--- src/rtl/sram_arb2_if.sv ---
// -----------------------------------------------------------------------------
// sram_arb2_if
// SRAM-like request/response bundle using the req / addr_ok / data_ok
// handshake of the pipeline stages.
//   master : drives req, wr, size, wstrb, addr, wdata;
//            receives addr_ok, data_ok, rdata
//   slave  : the mirror image of master
// -----------------------------------------------------------------------------
interface sram_arb2_if;
  logic        req;
  logic        wr;
  logic [1:0]  size;
  logic [3:0]  wstrb;
  logic [31:0] addr;
  logic [31:0] wdata;
  logic        addr_ok;
  logic        data_ok;
  logic [31:0] rdata;

  modport master (
    output req, wr, size, wstrb, addr, wdata,
    input  addr_ok, data_ok, rdata
  );

  modport slave (
    input  req, wr, size, wstrb, addr, wdata,
    output addr_ok, data_ok, rdata
  );
endinterface

--- src/rtl/sram_arb2.sv ---
// -----------------------------------------------------------------------------
// sram_arb2
// Two-to-one arbiter sharing one SRAM-like memory port between the IF-stage
// instruction master and the MEM-stage data master. Data is served first; a
// starvation counter forces a waiting inst request through after STARVE_LIMIT
// consecutive data grants. An in-order ID FIFO routes each response back to
// the master that issued the request. Zero added latency on either path.
//   clk     : clock, rising edge
//   reset   : asynchronous, active-high reset
//   inst    : instruction master bus (slave side of the handshake)
//   data    : data master bus (slave side of the handshake)
//   mem     : shared memory bus (master side of the handshake)
//   arb_err : sticky, a response arrived with nothing outstanding
// -----------------------------------------------------------------------------
module sram_arb2 #(
  parameter int OUTSTANDING  = 4,  // power of two, >= 2
  parameter int STARVE_LIMIT = 3
) (
  input  logic        clk,
  input  logic        reset,
  sram_arb2_if.slave  inst,
  sram_arb2_if.slave  data,
  sram_arb2_if.master mem,
  output logic        arb_err
);

  localparam int PW = $clog2(OUTSTANDING);
  localparam int CW = PW + 1;
  localparam int SW = $clog2(STARVE_LIMIT + 1);
  localparam logic [CW-1:0] FIFO_DEPTH = CW'(OUTSTANDING);
  localparam logic [SW-1:0] STARVE_MAX = SW'(STARVE_LIMIT);

  typedef enum logic [1:0] {
    GNT_NONE = 2'd0,
    GNT_INST = 2'd1,
    GNT_DATA = 2'd2
  } gnt_e;

  // Encoding stored in the ID FIFO: which master owns the transfer.
  typedef enum logic {
    ID_INST = 1'b0,
    ID_DATA = 1'b1
  } id_e;

  gnt_e          gnt;
  id_e           gnt_id;
  logic          lock_vld;
  id_e           lock_id;
  logic          locked_req;
  logic [SW-1:0] starve_cnt;

  id_e           fifo_mem [OUTSTANDING];
  logic [PW-1:0] wr_ptr;
  logic [PW-1:0] rd_ptr;
  logic [CW-1:0] fifo_cnt;
  logic          fifo_full;
  logic          fifo_empty;
  id_e           head_id;

  logic          accept;
  logic          pop;

  assign fifo_full  = (fifo_cnt == FIFO_DEPTH);
  assign fifo_empty = (fifo_cnt == '0);
  assign head_id    = fifo_mem[rd_ptr];
  assign locked_req = (lock_id == ID_DATA) ? data.req : inst.req;

  // ---------------------------------------------------------------------------
  // Grant selection. Reset forces no grant so every request-path output is 0
  // while reset is held.
  // ---------------------------------------------------------------------------
  always_comb begin
    // NOTE: every combinational output gets a default first so no path can
    // leave it unassigned and infer a latch.
    gnt = GNT_NONE;
    if (reset) begin
      gnt = GNT_NONE;
    end else if (lock_vld && locked_req) begin
      // A stalled request keeps the port until memory takes it or it cancels.
      if (lock_id == ID_DATA) gnt = GNT_DATA;
      else                    gnt = GNT_INST;
    end else if ((starve_cnt == STARVE_MAX) && inst.req) begin
      gnt = GNT_INST;
    end else if (data.req) begin
      gnt = GNT_DATA;
    end else if (inst.req) begin
      gnt = GNT_INST;
    end
  end

  assign gnt_id = id_e'(gnt == GNT_DATA);

  // Request fields follow the granted master; all zero with no grant.
  always_comb begin
    mem.wr    = 1'b0;
    mem.size  = 2'd0;
    mem.wstrb = 4'd0;
    mem.addr  = 32'd0;
    mem.wdata = 32'd0;
    case (gnt)
      GNT_INST: begin
        mem.wr    = inst.wr;
        mem.size  = inst.size;
        mem.wstrb = inst.wstrb;
        mem.addr  = inst.addr;
        mem.wdata = inst.wdata;
      end
      GNT_DATA: begin
        mem.wr    = data.wr;
        mem.size  = data.size;
        mem.wstrb = data.wstrb;
        mem.addr  = data.addr;
        mem.wdata = data.wdata;
      end
      default: ;
    endcase
  end

  // A full FIFO blocks new requests even when a pop lands in the same cycle.
  assign mem.req      = (gnt != GNT_NONE) && !fifo_full;
  assign accept       = mem.req && mem.addr_ok;
  assign inst.addr_ok = accept && (gnt == GNT_INST);
  assign data.addr_ok = accept && (gnt == GNT_DATA);

  // ---------------------------------------------------------------------------
  // Response routing: the FIFO head names the owner of the returning beat.
  // The FIFO count is cleared asynchronously, so pop is 0 during reset.
  // ---------------------------------------------------------------------------
  assign pop          = mem.data_ok && !fifo_empty;
  assign inst.data_ok = pop && (head_id == ID_INST);
  assign data.data_ok = pop && (head_id == ID_DATA);
  assign inst.rdata   = reset ? 32'd0 : mem.rdata;
  assign data.rdata   = reset ? 32'd0 : mem.rdata;

  // ---------------------------------------------------------------------------
  // ID FIFO pointers and occupancy.
  // ---------------------------------------------------------------------------
  always_ff @(posedge clk or posedge reset) begin
    // NOTE: state registers use non-blocking assignments so every flop samples
    // the pre-edge values regardless of statement order.
    if (reset) begin
      wr_ptr   <= '0;
      rd_ptr   <= '0;
      fifo_cnt <= '0;
    end else begin
      if (accept) wr_ptr <= wr_ptr + PW'(1);
      if (pop)    rd_ptr <= rd_ptr + PW'(1);
      case ({accept, pop})
        2'b10:   fifo_cnt <= fifo_cnt + CW'(1);
        2'b01:   fifo_cnt <= fifo_cnt - CW'(1);
        default: fifo_cnt <= fifo_cnt;
      endcase
    end
  end

  // NOTE: FIFO storage is not reset; an entry is only read after it has been
  // written, and the reset pointers/count make stale contents unreachable.
  always_ff @(posedge clk) begin
    if (accept) fifo_mem[wr_ptr] <= gnt_id;
  end

  // ---------------------------------------------------------------------------
  // Lock, starvation counter, error flag.
  // ---------------------------------------------------------------------------
  always_ff @(posedge clk or posedge reset) begin
    if (reset) begin
      lock_vld <= 1'b0;
      lock_id  <= ID_INST;
    end else if (mem.req && !mem.addr_ok) begin
      // mem_req already excludes a full FIFO, so no lock is taken when full.
      lock_vld <= 1'b1;
      lock_id  <= gnt_id;
    end else if (accept || (lock_vld && !locked_req)) begin
      lock_vld <= 1'b0;
    end
  end

  always_ff @(posedge clk or posedge reset) begin
    if (reset) begin
      starve_cnt <= '0;
    end else if (!inst.req) begin
      starve_cnt <= '0;
    end else if (accept && (gnt == GNT_INST)) begin
      starve_cnt <= '0;
    end else if (accept && (gnt == GNT_DATA) && (starve_cnt != STARVE_MAX)) begin
      starve_cnt <= starve_cnt + SW'(1);
    end
  end

  always_ff @(posedge clk or posedge reset) begin
    if (reset) begin
      arb_err <= 1'b0;
    end else if (mem.data_ok && fifo_empty) begin
      arb_err <= 1'b1;
    end
  end

endmodule

--- src/flat_wrapper.sv ---
// flat-port wrapper written by rule: the top's interface ports become plain ports
module sram_arb2_flat 
#(
  parameter int OUTSTANDING  = 4,                       
  parameter int STARVE_LIMIT = 3
)
  (clk, reset, arb_err, inst_req, inst_wr, inst_size, inst_wstrb, inst_addr, inst_wdata, inst_addr_ok, inst_data_ok, inst_rdata, data_req, data_wr, data_size, data_wstrb, data_addr, data_wdata, data_addr_ok, data_data_ok, data_rdata, mem_req, mem_wr, mem_size, mem_wstrb, mem_addr, mem_wdata, mem_addr_ok, mem_data_ok, mem_rdata);
  sram_arb2_if inst_i ();
  sram_arb2_if data_i ();
  sram_arb2_if mem_i ();
  input  logic clk;
  input  logic reset;
  output logic arb_err;
  input wire logic [$bits(inst_i.req)-1:0] inst_req;
  input wire logic [$bits(inst_i.wr)-1:0] inst_wr;
  input wire logic [$bits(inst_i.size)-1:0] inst_size;
  input wire logic [$bits(inst_i.wstrb)-1:0] inst_wstrb;
  input wire logic [$bits(inst_i.addr)-1:0] inst_addr;
  input wire logic [$bits(inst_i.wdata)-1:0] inst_wdata;
  output wire logic [$bits(inst_i.addr_ok)-1:0] inst_addr_ok;
  output wire logic [$bits(inst_i.data_ok)-1:0] inst_data_ok;
  output wire logic [$bits(inst_i.rdata)-1:0] inst_rdata;
  input wire logic [$bits(data_i.req)-1:0] data_req;
  input wire logic [$bits(data_i.wr)-1:0] data_wr;
  input wire logic [$bits(data_i.size)-1:0] data_size;
  input wire logic [$bits(data_i.wstrb)-1:0] data_wstrb;
  input wire logic [$bits(data_i.addr)-1:0] data_addr;
  input wire logic [$bits(data_i.wdata)-1:0] data_wdata;
  output wire logic [$bits(data_i.addr_ok)-1:0] data_addr_ok;
  output wire logic [$bits(data_i.data_ok)-1:0] data_data_ok;
  output wire logic [$bits(data_i.rdata)-1:0] data_rdata;
  output wire logic [$bits(mem_i.req)-1:0] mem_req;
  output wire logic [$bits(mem_i.wr)-1:0] mem_wr;
  output wire logic [$bits(mem_i.size)-1:0] mem_size;
  output wire logic [$bits(mem_i.wstrb)-1:0] mem_wstrb;
  output wire logic [$bits(mem_i.addr)-1:0] mem_addr;
  output wire logic [$bits(mem_i.wdata)-1:0] mem_wdata;
  input wire logic [$bits(mem_i.addr_ok)-1:0] mem_addr_ok;
  input wire logic [$bits(mem_i.data_ok)-1:0] mem_data_ok;
  input wire logic [$bits(mem_i.rdata)-1:0] mem_rdata;
  assign inst_i.req = inst_req;
  assign inst_i.wr = inst_wr;
  assign inst_i.size = inst_size;
  assign inst_i.wstrb = inst_wstrb;
  assign inst_i.addr = inst_addr;
  assign inst_i.wdata = inst_wdata;
  assign inst_addr_ok = inst_i.addr_ok;
  assign inst_data_ok = inst_i.data_ok;
  assign inst_rdata = inst_i.rdata;
  assign data_i.req = data_req;
  assign data_i.wr = data_wr;
  assign data_i.size = data_size;
  assign data_i.wstrb = data_wstrb;
  assign data_i.addr = data_addr;
  assign data_i.wdata = data_wdata;
  assign data_addr_ok = data_i.addr_ok;
  assign data_data_ok = data_i.data_ok;
  assign data_rdata = data_i.rdata;
  assign mem_req = mem_i.req;
  assign mem_wr = mem_i.wr;
  assign mem_size = mem_i.size;
  assign mem_wstrb = mem_i.wstrb;
  assign mem_addr = mem_i.addr;
  assign mem_wdata = mem_i.wdata;
  assign mem_i.addr_ok = mem_addr_ok;
  assign mem_i.data_ok = mem_data_ok;
  assign mem_i.rdata = mem_rdata;
  sram_arb2 #(.OUTSTANDING(OUTSTANDING), .STARVE_LIMIT(STARVE_LIMIT)) u_core (.clk(clk), .reset(reset), .inst(inst_i), .data(data_i), .mem(mem_i), .arb_err(arb_err));
endmodule
--- config.mk ---
export PLATFORM = sky130hd
export DESIGN_NAME = sram_arb2_flat
export DESIGN_NICKNAME = d
export VERILOG_FILES = /design/src/rtl/sram_arb2_if.sv /design/src/rtl/sram_arb2.sv /design/src/flat_wrapper.sv
export SDC_FILE = /design/constraint.sdc
export NUM_CORES = 1
export LEC_CHECK = 0
export CAP_MARGIN = 25
export CORE_AREA = 2 2 125 127
export CTS_CLUSTER_SIZE = 28
export DETAILED_ROUTE_END_ITERATION = 7
export DIE_AREA = 0 0 127 129
export SLEW_MARGIN = 25
export SYNTH_ARGS = -nofsm -noshare
export SYNTH_HDL_FRONTEND = slang
export SYNTH_SLANG_ARGS = --single-unit
--- constraint.sdc ---
create_clock -name clk -period 5.7 [get_ports clk]
set_input_delay 0.57 -clock clk [delete_from_list [all_inputs] [get_ports clk]]
set_output_delay 0.57 -clock clk [all_outputs]
set_load 0.05 [all_outputs]
# Yosys cells after proc, flatten, opt, wreduce, memory -nomap -nowiden
# Memories as Yosys holds them, arrays and structs flattened.
# Cells that the tools add are included.
[classes]
n_bitwise = 1
addsub = 5
n_eq_ne = 8
mux = 21
reduce_logical = 22
[ops]
columns = ["cell", "n"]
rows = [
  ["32-bit one-hot mux with 2 select lines", 2],
  ["32-bit two-way mux", 1],
  ["2-bit two-way mux", 8],
  ["1-bit logical AND", 13],
  ["4-bit one-hot mux with 2 select lines", 1],
  ["2-bit by 1-bit adder with 2-bit output, second input constant", 3],
  ["2-bit equality test, second input constant", 3],
  ["1-bit two-way mux", 6],
  ["3-bit one-hot mux with 2 select lines", 1],
  ["2-bit nonzero test", 3],
  ["2-bit by 1-bit equality test with 1-bit output, second input constant", 2],
  ["1-bit logical NOT", 4],
  ["2-bit one-hot mux with 2 select lines", 1],
  ["3-bit by 1-bit adder with 3-bit output, second input constant", 1],
  ["3-bit equality test, second input constant", 1],
  ["3-bit logical NOT", 1],
  ["3-bit by 1-bit inequality test with 1-bit output, second input constant", 1],
  ["3-bit by 1-bit subtractor with 3-bit output, second input constant", 1],
  ["2-bit inequality test, second input constant", 1],
  ["1-bit one-hot mux with 2 select lines", 1],
  ["1-bit logical OR", 1],
  ["1-bit inverter", 1],
]
[totals]
ff_bits = 12
mem_count = 1
mem_bits_rw = 4
out_inout_bits = 141
input_bits = 180
word_cells = 65
[memory_table]
columns = ["memory", "depth", "word_bits", "rd", "rd_clocked_by_memory_dff", "write_ports", "line", "source"]
rows = [
  ["u_core.fifo_mem", 4, 1, 1, 0, 1, "sram_arb2.sv:52", "id_e fifo_mem [OUTSTANDING];"],
]

# Depth between registers and ports, before layout
# Gate-level depths: netlist (run 1).
[logic_depth]
word_depth = 13
depth_mapped = 14
ltp_nobuf = 14

# Least setup slack after synthesis (run 1)
# OpenSTA, ideal clock, no wires.
[synth_timing]
path_kind = "input to output"
from = "in reset"
to = "out mem_addr[0]"
n_path_buf = 3
stages = 7
t_required_ns = 5.130
t_arrival_ns = 2.562
setup_slack_ns = 2.568
cell_sequence = "clkbuf_2 > inv_1 > o211ai_1 > ha_1 > clkbuf_1 > clkbuf_1 > nor2_1"
[synth_between]
elab_chain_cells = 3
word_cells_on_any_way = 4
classes_between = "eq/ne (2); mux (2)"
[synth_lines]
columns = ["element", "line", "source"]
rows = [
  ["start, declared", "flat_wrapper.sv:12", "input logic reset;"],
  ["2-bit two-way mux *", "sram_arb2.sv:76", "if (reset) begin"],
  ["2-bit equality test / 2-bit by 1-bit equality test with 1-bit output (equally long branches)", "sram_arb2.sv:100", "case (gnt)"],
  ["32-bit one-hot mux with 2 select lines *", "sram_arb2.sv:100", ""],
  ["end, declared", "flat_wrapper.sv:36", "output wire logic [$bits(mem_i.addr)-1:0] mem_addr;"],
]
# Mark *: on every way between the ends. The rest lies on a longest branch, timed or not.

# Worst setup path after layout (run 1)
[layout_timing]
from = "in reset"
to = "out mem_wdata[28]"
[layout_between]
elab_chain_cells = 3
word_cells_on_any_way = 4
classes_between = "eq/ne (2); mux (2)"
[layout_lines]
columns = ["element", "line", "source"]
rows = [
  ["2-bit two-way mux *", "sram_arb2.sv:76", ""],
  ["2-bit equality test / 2-bit by 1-bit equality test with 1-bit output (equally long branches)", "sram_arb2.sv:100", ""],
  ["32-bit one-hot mux with 2 select lines *", "sram_arb2.sv:100", ""],
  ["end, declared", "flat_wrapper.sv:37", "output wire logic [$bits(mem_i.wdata)-1:0] mem_wdata;"],
]
# Marks and branches as above.

==> results of run 1 <==
[metrics by stage]
| step | instance area (um^2) | hold slack [ns] | setup WS (ns) | cells |
|---|---|---|---|---|
| 2_1_floorplan | 2360 | 0.453 | 2.57 | 317 |
| 3_3_place_gp | 5490 | 0.446 | 1.34 | 771 |
| 3_5_place_dp | 5490 | 0.451 | 1.27 | 771 |
| 4_1_cts | 5570 | 0.465 | 1.25 | 775 |
| 5_1_grt | 5570 | 0.500 | 1.03 | 775 |
| 6_report | 5570 | 0.462 | 1.33 | 775 |
[where the power goes]
| part | switching [mW] | leakage [nW] | total (mW) | internal (mW) |
|---|---|---|---|---|
| clock | 0.0466 | 0.0385 | 0.140 | 0.0933 |
| combinational | 0.407 | 1.76 | 0.731 | 0.324 |
| sequential | 0.0435 | 0.182 | 0.199 | 0.156 |
[worst max path at each step]
| stage | start | endpoint | slack [ns] |
|---|---|---|---|
| 4_1_cts | reset | mem_wdata[28] | 1.25 |
| 5_1_grt | reset | mem_wdata[28] | 1.03 |
| 3_5_place_dp | reset | mem_wdata[28] | 1.27 |
| 6_report | reset | mem_wdata[28] | 1.33 |
| 2_1_floorplan | reset | mem_addr[0] | 2.57 |
| 3_3_place_gp | reset | mem_wdata[28] | 1.34 |
[flip-flops by register name, summed over array words and instances, names as in the netlist]
name,cells
u_core.fifo_mem,4
u_core.fifo_cnt,3
u_core.rd_ptr,2
u_core.starve_cnt,2
u_core.wr_ptr,2
u_core.arb_err,1
u_core.lock_id,1
u_core.lock_vld,1
[layer usage]
metal	GRT usage	routed length [um]
met1	0.151	4630
met2	0.254	6340
met3	0.0279	1160
met4	0.0175	71
met5	0	0
[cell type report]
class	instances	area share
repair buffers	325	0.584
multi-input cells	232	0.277
flip-flops and latches	16	0.0755
well taps	188	0.0423
clock buffers	3	0.0135
inverters	10	0.00674
clock inverters	1	0.000674
[cell usage after synthesis, types with 2 or more instances]
cell and count:
a31o_1 2, nand2b_1 2, xnor2_1 3, clkbuf_1 10, o211ai_1 2, and3_1 6, buf_2 16, inv_1 10
ha_1 9, nor4_1 2, buf_4 32, xor2_1 3, nand2_1 2, mux2_2 2, nor2b_1 35, edfxtp_1 4
a22oi_1 71, dfrtp_1 12, a211oi_1 2, mux2i_1 2, nor2_1 73, mux2_4 2
[worst register-to-register path, cell delays in order (launching register included)]
cell and delay [ns]:
dfrtp_1 0.37, ha_1 0.22, inv_1 0.07, mux2_2 0.28
o211ai_1 0.23, ha_1 0.29, nand2b_1 0.19, nor2_2 0.08
inv_1 0.08, ha_1 0.18, inv_1 0.06, fa_1 0.37
xor2_1 0.15, nor2_1 0.12, xor2_1 0.16
[cell families after synthesis]
kind of cell | count (synthesis)
fa+ha+maj | 10
mux | 7
flops | 16
simple gates | 128
xor+xnor | 6
buf+inv | 69
compound gates | 81
==> results.md, run 1 <==
Critical path:
- The number of stages on the worst setup path is 7.
- The largest individual stage delay along the critical path comes from the cell ha_2.
- The type of destination of the critical path is a primary output.
- The startpoint type of the worst setup path is an input port.
- The dominant cell type by count on the critical path is clkdlybuf4s50_1.
- Measured in cells, the most critical reg-to-reg path has a length of 14.
- The reg2reg setup slack is 2.78 ns.
- The number of buffers and inverters on the critical path is 4.
- The endpoint of the worst register-to-register path is u_core.fifo_cnt[2]$_DFFE_PP0P_.
- For the worst setup path, the data arrival time is 3.80 ns.
- The kind of cell adding the most delay to the critical path is buffers and inverters.
- Of all nets on the critical path, the largest fanout is 46.
- The critical path data required time is 5.13 ns.
- In this run the critical register-to-register path is launched from u_core.starve_cnt[0]$_DFFE_PP0P_.
- The worst setup path is of the input port to primary output kind.
- The critical path goes through clkdlybuf4s50_1 > inv_1 > o211ai_1 > ha_2 > buf_4 > nor2_1 > clkdlybuf4s50_1.
- The delay of the slowest cell on the worst path is 0.93 ns.

Status:
- The flow ran to the end, and the final reports show no timing, DRC or antenna violations.

Logic synthesis:
- The area of the mapped netlist is 2360 um^2.
- The fraction of registers with async set/reset is 0.750.
- The compound-cell area share of the yosys netlist came to 0.262.
- In this run, synthesis produced a sequential element count of 16.
- The flip-flop cell with the highest count after synthesis is dfrtp_1.
- Counting every net in the synthesized netlist gives 507.
- Of the total synthesized cell area, the portion taken by full adders, half adders and majority gates is 0.0562.
- The count of flip-flops with a built-in enable after synthesis is 4.
- In the post-synthesis netlist, the biggest area contributors are a22oi_1 (23%), dfrtp_1 (13%), nor2_1 (12%), buf_4 (10%), nor2b_1 (9.3%).
- The multiplexer area fraction after synthesis is 0.0403.
- The simple logic cell fraction of the synthesized area is 0.271.
- For this run, the number of Yosys warnings is 0.
- Synthesis produced a netlist whose cell count is 317.
- Summed over all instances, the cell type with the most area after synthesis is a22oi_1.
- The number of distinct library cell variants in the gate-level netlist after synthesis is 37.
- The sequential element share of the synthesized area is 0.178.
- The xor and xnor area share after synthesis is 0.0223.
- The share of synthesized area in the top cell type comes to 0.226.
- The mean post-synth cell area is 7.44 um^2.
- The main combinational cell family by area after synthesis is simple AND/OR/NAND/NOR gates.

Job:
- Max-cap violations in this run came to 0.

Clock tree:
- The hold buffer count at CTS is 0.
- The total setup buffers inserted after CTS is 0.
- After clock tree synthesis, the clock-pin slew on the worst setup and hold paths is 0.05 ns.
- In this run the number of H-tree levels came out at 1.
- The number of gates resized after CTS is 0.
- The number of sinks on the clock net is 16.
- Clock tree synthesis selected as its root buffer the cell clkbuf_16.
- The clock tree from TritonCTS is built.
- The number of clock buffers added by TritonCTS is 3.
- The largest buffer count on any clock path is 2.
- The later pin in the worst-skew pair is clocked with a latency of 0.25 ns.

Die:
- From bottom edge to top edge, the die measures 129 um.
- The I/O pin count is 321.
- The starting density of the core is 0.158.
- The width of the chip is 127 um.
- In this run the core area contains 45 standard-cell rows.
- The placeable core region is 15000 um^2.
- The floorplan step defined a die boundary enclosing 16400 um^2.

Drt:
- The detailed router's first-iteration violation count is 117.
- The first detailed-routing pass ran for 6 iterations.
- The number of vias after detailed routing is 3402.
- The routed design has 12200 um of wire.
- The routed via count divided by cell count is 4.39.
- The detailed-route wire length per cell is 15.7 um.
- The remaining antenna violation count after routing is 0.
- After detailed routing, the number of remaining DRC violations is 0.

STA:
- The final number of max-transition violations was 0.
- The slew at the pin closest to its max-slew limit is 0.824 ns.
- On the final layout, the worst clock skew is 0.00167 ns.
- The final count of hold timing violations came to 0.
- For this run, the top clock speed supported by timing is 0.229 GHz.
- The final sum of negative setup slack is 0 ns.
- In this run the tightest slew margin relative to its limit is 0.451.
- The final setup violation count is 0.
- Counting I/O delays and the setup requirement, the final critical path takes 4.37 ns.
- Of the available clock period, the critical path in the final layout requires 0.767.
- Setup repair after global routing left no endpoint under its margin.

Placement:
- Routability-driven placement finished with a final weighted congestion of 0.845.
- The estimated wirelength of the detail-placed design is 10400 um.
- Buffers placed on the I/O ports in this run total 320.

Global routing:
- The first global-routing pass estimated 17100 um of wire.
- The initial antenna violation count is 0.
- The total overflow reported by the global router is 0.
- Entering global routing, the biggest net connects 56 pins.
- The via count of the first global-routing pass is 3153.
- The global-route usage over all layers is 0.131.

Power:
- IR analysis of the VDD net gives a maximum drop of 0.127 mV.
- The static leakage is 1.98 nW.
- The power per cell area is 192 nW/um^2.
- The completed layout was analyzed and its total power is 1.07 mW.

Hold path:
- The classification of the worst-slack hold path is register to register.
- Along the worst hold path, the cell count comes to 1.
- The start point of the worst min-delay path is u_core.arb_err$_DFFE_PP0P_.
- The worst min-delay path endpoint is u_core.arb_err$_DFFE_PP0P_.

Layout:
- The share of cells above drive strength 1 is 0.0375.
- The filler cell count is 1531.
- Compared with the post-synthesis result, the final layout area differs by 136%.
- The most common cell after layout, fill and taps aside is clkdlybuf4s50_1.
- The sequential cells in the finished layout cover a total of 420 um^2.
- The core utilization of the finished layout is 0.372.
- At the end of the flow, the number of nets in the layout was 778.
- The library cells used most frequently in the layout, excluding fill and tap cells, are clkdlybuf4s50_1 (319), nor2_1 (73), a22oi_1 (71).
- The area taken by multi-input logic gates is 1540 um^2.
- 0 antenna diodes ended up in the layout.
Note: power is estimated with default switching activity, not from simulation.
==> inputs of run 2 (changes only) <==
--- a/config.mk
+++ b/config.mk
@@ -6,10 +6,10 @@
 export NUM_CORES = 1
 export LEC_CHECK = 0
 export CAP_MARGIN = 25
-export CORE_AREA = 2 2 125 127
+export CORE_AREA = 2 2 123 125
 export CTS_CLUSTER_SIZE = 28
 export DETAILED_ROUTE_END_ITERATION = 7
-export DIE_AREA = 0 0 127 129
+export DIE_AREA = 0 0 125 127
 export SLEW_MARGIN = 25
 export SYNTH_ARGS = -nofsm -noshare
 export SYNTH_HDL_FRONTEND = slang
==> constraint.sdc (replaced) <==
create_clock -name clk -period 4.4 [get_ports clk]
set_input_delay 0.44 -clock clk [delete_from_list [all_inputs] [get_ports clk]]
set_output_delay 0.44 -clock clk [all_outputs]
set_load 0.05 [all_outputs]
==> results.md, run 2 (same netlist as run 1, synthesis figures left out) <==
Status:
- Outcome: finished, final reports clean (unchanged).

Global routing:
- The maximum number of pins on one net before global-route repair is 53 (was 56).
- The initial antenna violation count is 0 (unchanged).
- The total overflow reported by the global router came to 0 (unchanged).
- The via count of the first global-routing pass was 3476 (was 3153).
- The first-pass GRT wire length is 20100 um (was 17100 um).
- The global-route usage over all layers is 0.160 (was 0.131).

STA:
- The final sum of negative setup slack is 0 ns (unchanged).
- The final setup violation count came to 0 (unchanged).
- The headroom to the max-slew limit was 0.628 (was 0.451).
- The final count of hold timing violations came to 0 (unchanged).
- RSZ-0062 raised after global routing: false (unchanged).
- The slew at the pin closest to its max-slew limit is 0.557 ns (was 0.824 ns).
- The part of the cycle the worst path needs is 0.748.
- The clock skew came to 0.00228 ns (was 0.00167 ns).
- The setup slack after layout is 1.11 ns (was 1.33 ns).
- The highest attainable clock frequency is 0.304 GHz.
- The worst hold slack is 0.475 ns (was 0.462 ns).
- The smallest clock period supported by the final layout is computed as 3.29 ns.
- The final number of max-transition violations is 0 (unchanged).

Clock tree:
- The root cell of the clock tree is clkbuf_16 (unchanged).
- The later-pin clock latency in the skew report is 0.25 ns (about the same).
- The total setup buffers inserted after CTS is 0 (unchanged).
- The clock-pin slew on the worst setup and hold paths is 0.05 ns (about the same).
- The clock tree from TritonCTS was built (unchanged).
- The number of buffers created by CTS is 3 (unchanged).
- The number of gates resized after CTS is 0 (unchanged).
- The hold buffer count at CTS is 0 (unchanged).
- The maximum level of the CTS H-tree is 1 (unchanged).
- The number of sinks on the clock net is 16 (unchanged).
- The largest buffer count on any clock path came to 2 (unchanged).

Layout:
- The area taken by multi-input logic gates is 1540 um^2 (unchanged).
- Most frequent cells in the layout: clkdlybuf4s50_1 (247), buf_12 (74), nor2_1 (73) (was clkdlybuf4s50_1 (319), nor2_1 (73), a22oi_1 (71)).
- Largest registers: u_core.fifo_mem (4), u_core.fifo_cnt (3) (unchanged).
- The final instance area is 6310 um^2 (was 5570 um^2).
- The register cell area after layout is 420 um^2 (unchanged).
- The synthesis-to-finish area growth was 167% (was 136%).
- The share of cells above drive strength 1 is 0.163 (was 0.0375).
- The most flop-heavy register is u_core.fifo_mem (unchanged).
- The number of standard cells in the layout, taps in and fillers out came to 773 (was 775).
- The layout net count is 780 (was 778).
- The most common cell after layout, fill and taps aside is clkdlybuf4s50_1 (unchanged).
- The filler cell count came to 1404 (was 1531).
- The flip-flop count of the largest register, all copies and words added is 4 (unchanged).
- The diode insertion count for antenna repair is 0 (unchanged).
- The core utilization of the finished layout is 0.437 (was 0.372).

Placement:
- The number of placed instances, taps included is 769 (was 771).
- The placed cell area is 6230 um^2 (was 5490 um^2).
- The pre-CTS setup slack came to 1.09 ns (was 1.27 ns).
- The placer's final routability congestion estimate is 0.860 (was 0.845).
- The estimated wirelength of the detail-placed design is 11800 um (was 10400 um).
- The number of buffers inserted by port buffering was 320 (unchanged).

Critical path:
- The type of destination of the critical path was a primary output (unchanged).
- The startpoint type of the worst setup path is an input port (unchanged).
- The kind of critical path is input port to primary output (unchanged).
- The highest fanout seen on the critical path is 52 (was 46).
- The reg2reg setup slack is 1.46 ns (was 2.78 ns).
- The critical path data required time is 3.96 ns (was 5.13 ns).
- The launch point of the critical path is reset (unchanged).
- The launch point of the worst reg-to-reg path is u_core.starve_cnt[0]$_DFFE_PP0P_ (unchanged).
- The data arrival time of the critical path came to 2.85 ns (was 3.80 ns).

Drt:
- The remaining antenna violation count after routing came to 0 (unchanged).
- The total iterations of the first detailed-routing run is 4 (was 6).
- The detailed router's first-iteration violation count came to 135 (was 117).
- The post-detailed-route DRC marker count is 0 (unchanged).
- The detailed-route wire length is 13700 um (was 12200 um).
- The routed via count divided by cell count is 4.27 (was 4.39).
- The detailed-route wire length per cell came to 17.8 um (was 15.7 um).
- The number of vias after detailed routing is 3299 (was 3402).

Die:
- The starting density of the core is 0.164 (was 0.158).
- The I/O pin count is 321 (unchanged).
- The placeable core region is 14400 um^2 (was 15000 um^2).
- The area enclosed by the die boundary is 15900 um^2 (was 16400 um^2).
- The die span in y came to 127 um (was 129 um).
- The floorplan row count is 44 (was 45).
- The width of the chip is 125 um (was 127 um).

Hold path:
- The start point of the worst min-delay path is u_core.arb_err$_DFFE_PP0P_ (unchanged).
- The classification of the worst-slack hold path was register to register (unchanged).

Power:
- The overall power after layout is 1.47 mW (was 1.07 mW).
- The static leakage is 2.34 nW (was 1.98 nW).
- The power per cell area is 234 nW/um^2 (was 192 nW/um^2).
- The worst-case vdd ir drop is 0.132 mV (was 0.127 mV).

Job:
- The max-cap violation count is 0 (unchanged).
==> run 2: cell count changes in the layout (fill, tap and decap cells not counted) <==
cell,before,now
buf_12,1,74
buf_4,5,6
clkdlybuf4s50_1,319,247
==> run 2: area by class of cell <==
type / count / share of cell area
Multi-Input combinational cell: 232 / 0.245
Timing Repair Buffer: 327 / 0.634
Inverter: 10 / 0.00595
Sequential cell: 16 / 0.0666
Clock inverter: 1 / 0.000595
Clock buffer: 3 / 0.0119
Tap cell: 184 / 0.0365
==> run 2: routing by layer <==
metal,global-route usage,up-vias,routed length (um)
met3,0.0335,12,929
met2,0.308,144,7590
met5,0,-,0
met4,0.0301,0,214
met1,0.183,1521,4990
li1,-,1622,-
==> run 2: power by group <==
| part | total [mW] | switching (mW) | internal (mW) |
|---|---|---|---|
| Clock | 0.178 | 0.0569 | 0.121 |
| Sequential | 0.256 | 0.0540 | 0.202 |
| Combinational | 1.04 | 0.555 | 0.486 |
| Total | 1.47 | 0.666 | 0.808 |
==> run 2: worst paths after layout <==
check	endpoint	depth (start not counted)
worst min-delay path	u_core.arb_err$_DFFE_PP0P_	1
worst max-delay path	mem_wstrb[1]	7
worst min register to register	u_core.arb_err$_DFFE_PP0P_	1
min in group asynchronous	u_core.fifo_cnt[2]$_DFFE_PP0P_	3
max in group asynchronous	u_core.starve_cnt[0]$_DFFE_PP0P_	3
worst max register to register	u_core.fifo_cnt[2]$_DFFE_PP0P_	14
==> run 2: worst max-delay path: stages <==
cell and delay, ns:
clkdlybuf4s50_1 0.48, buf_4 0.33, a211oi_1 0.11, ha_2 0.58, buf_4 0.51, nor2_1 0.19
buf_12 0.19
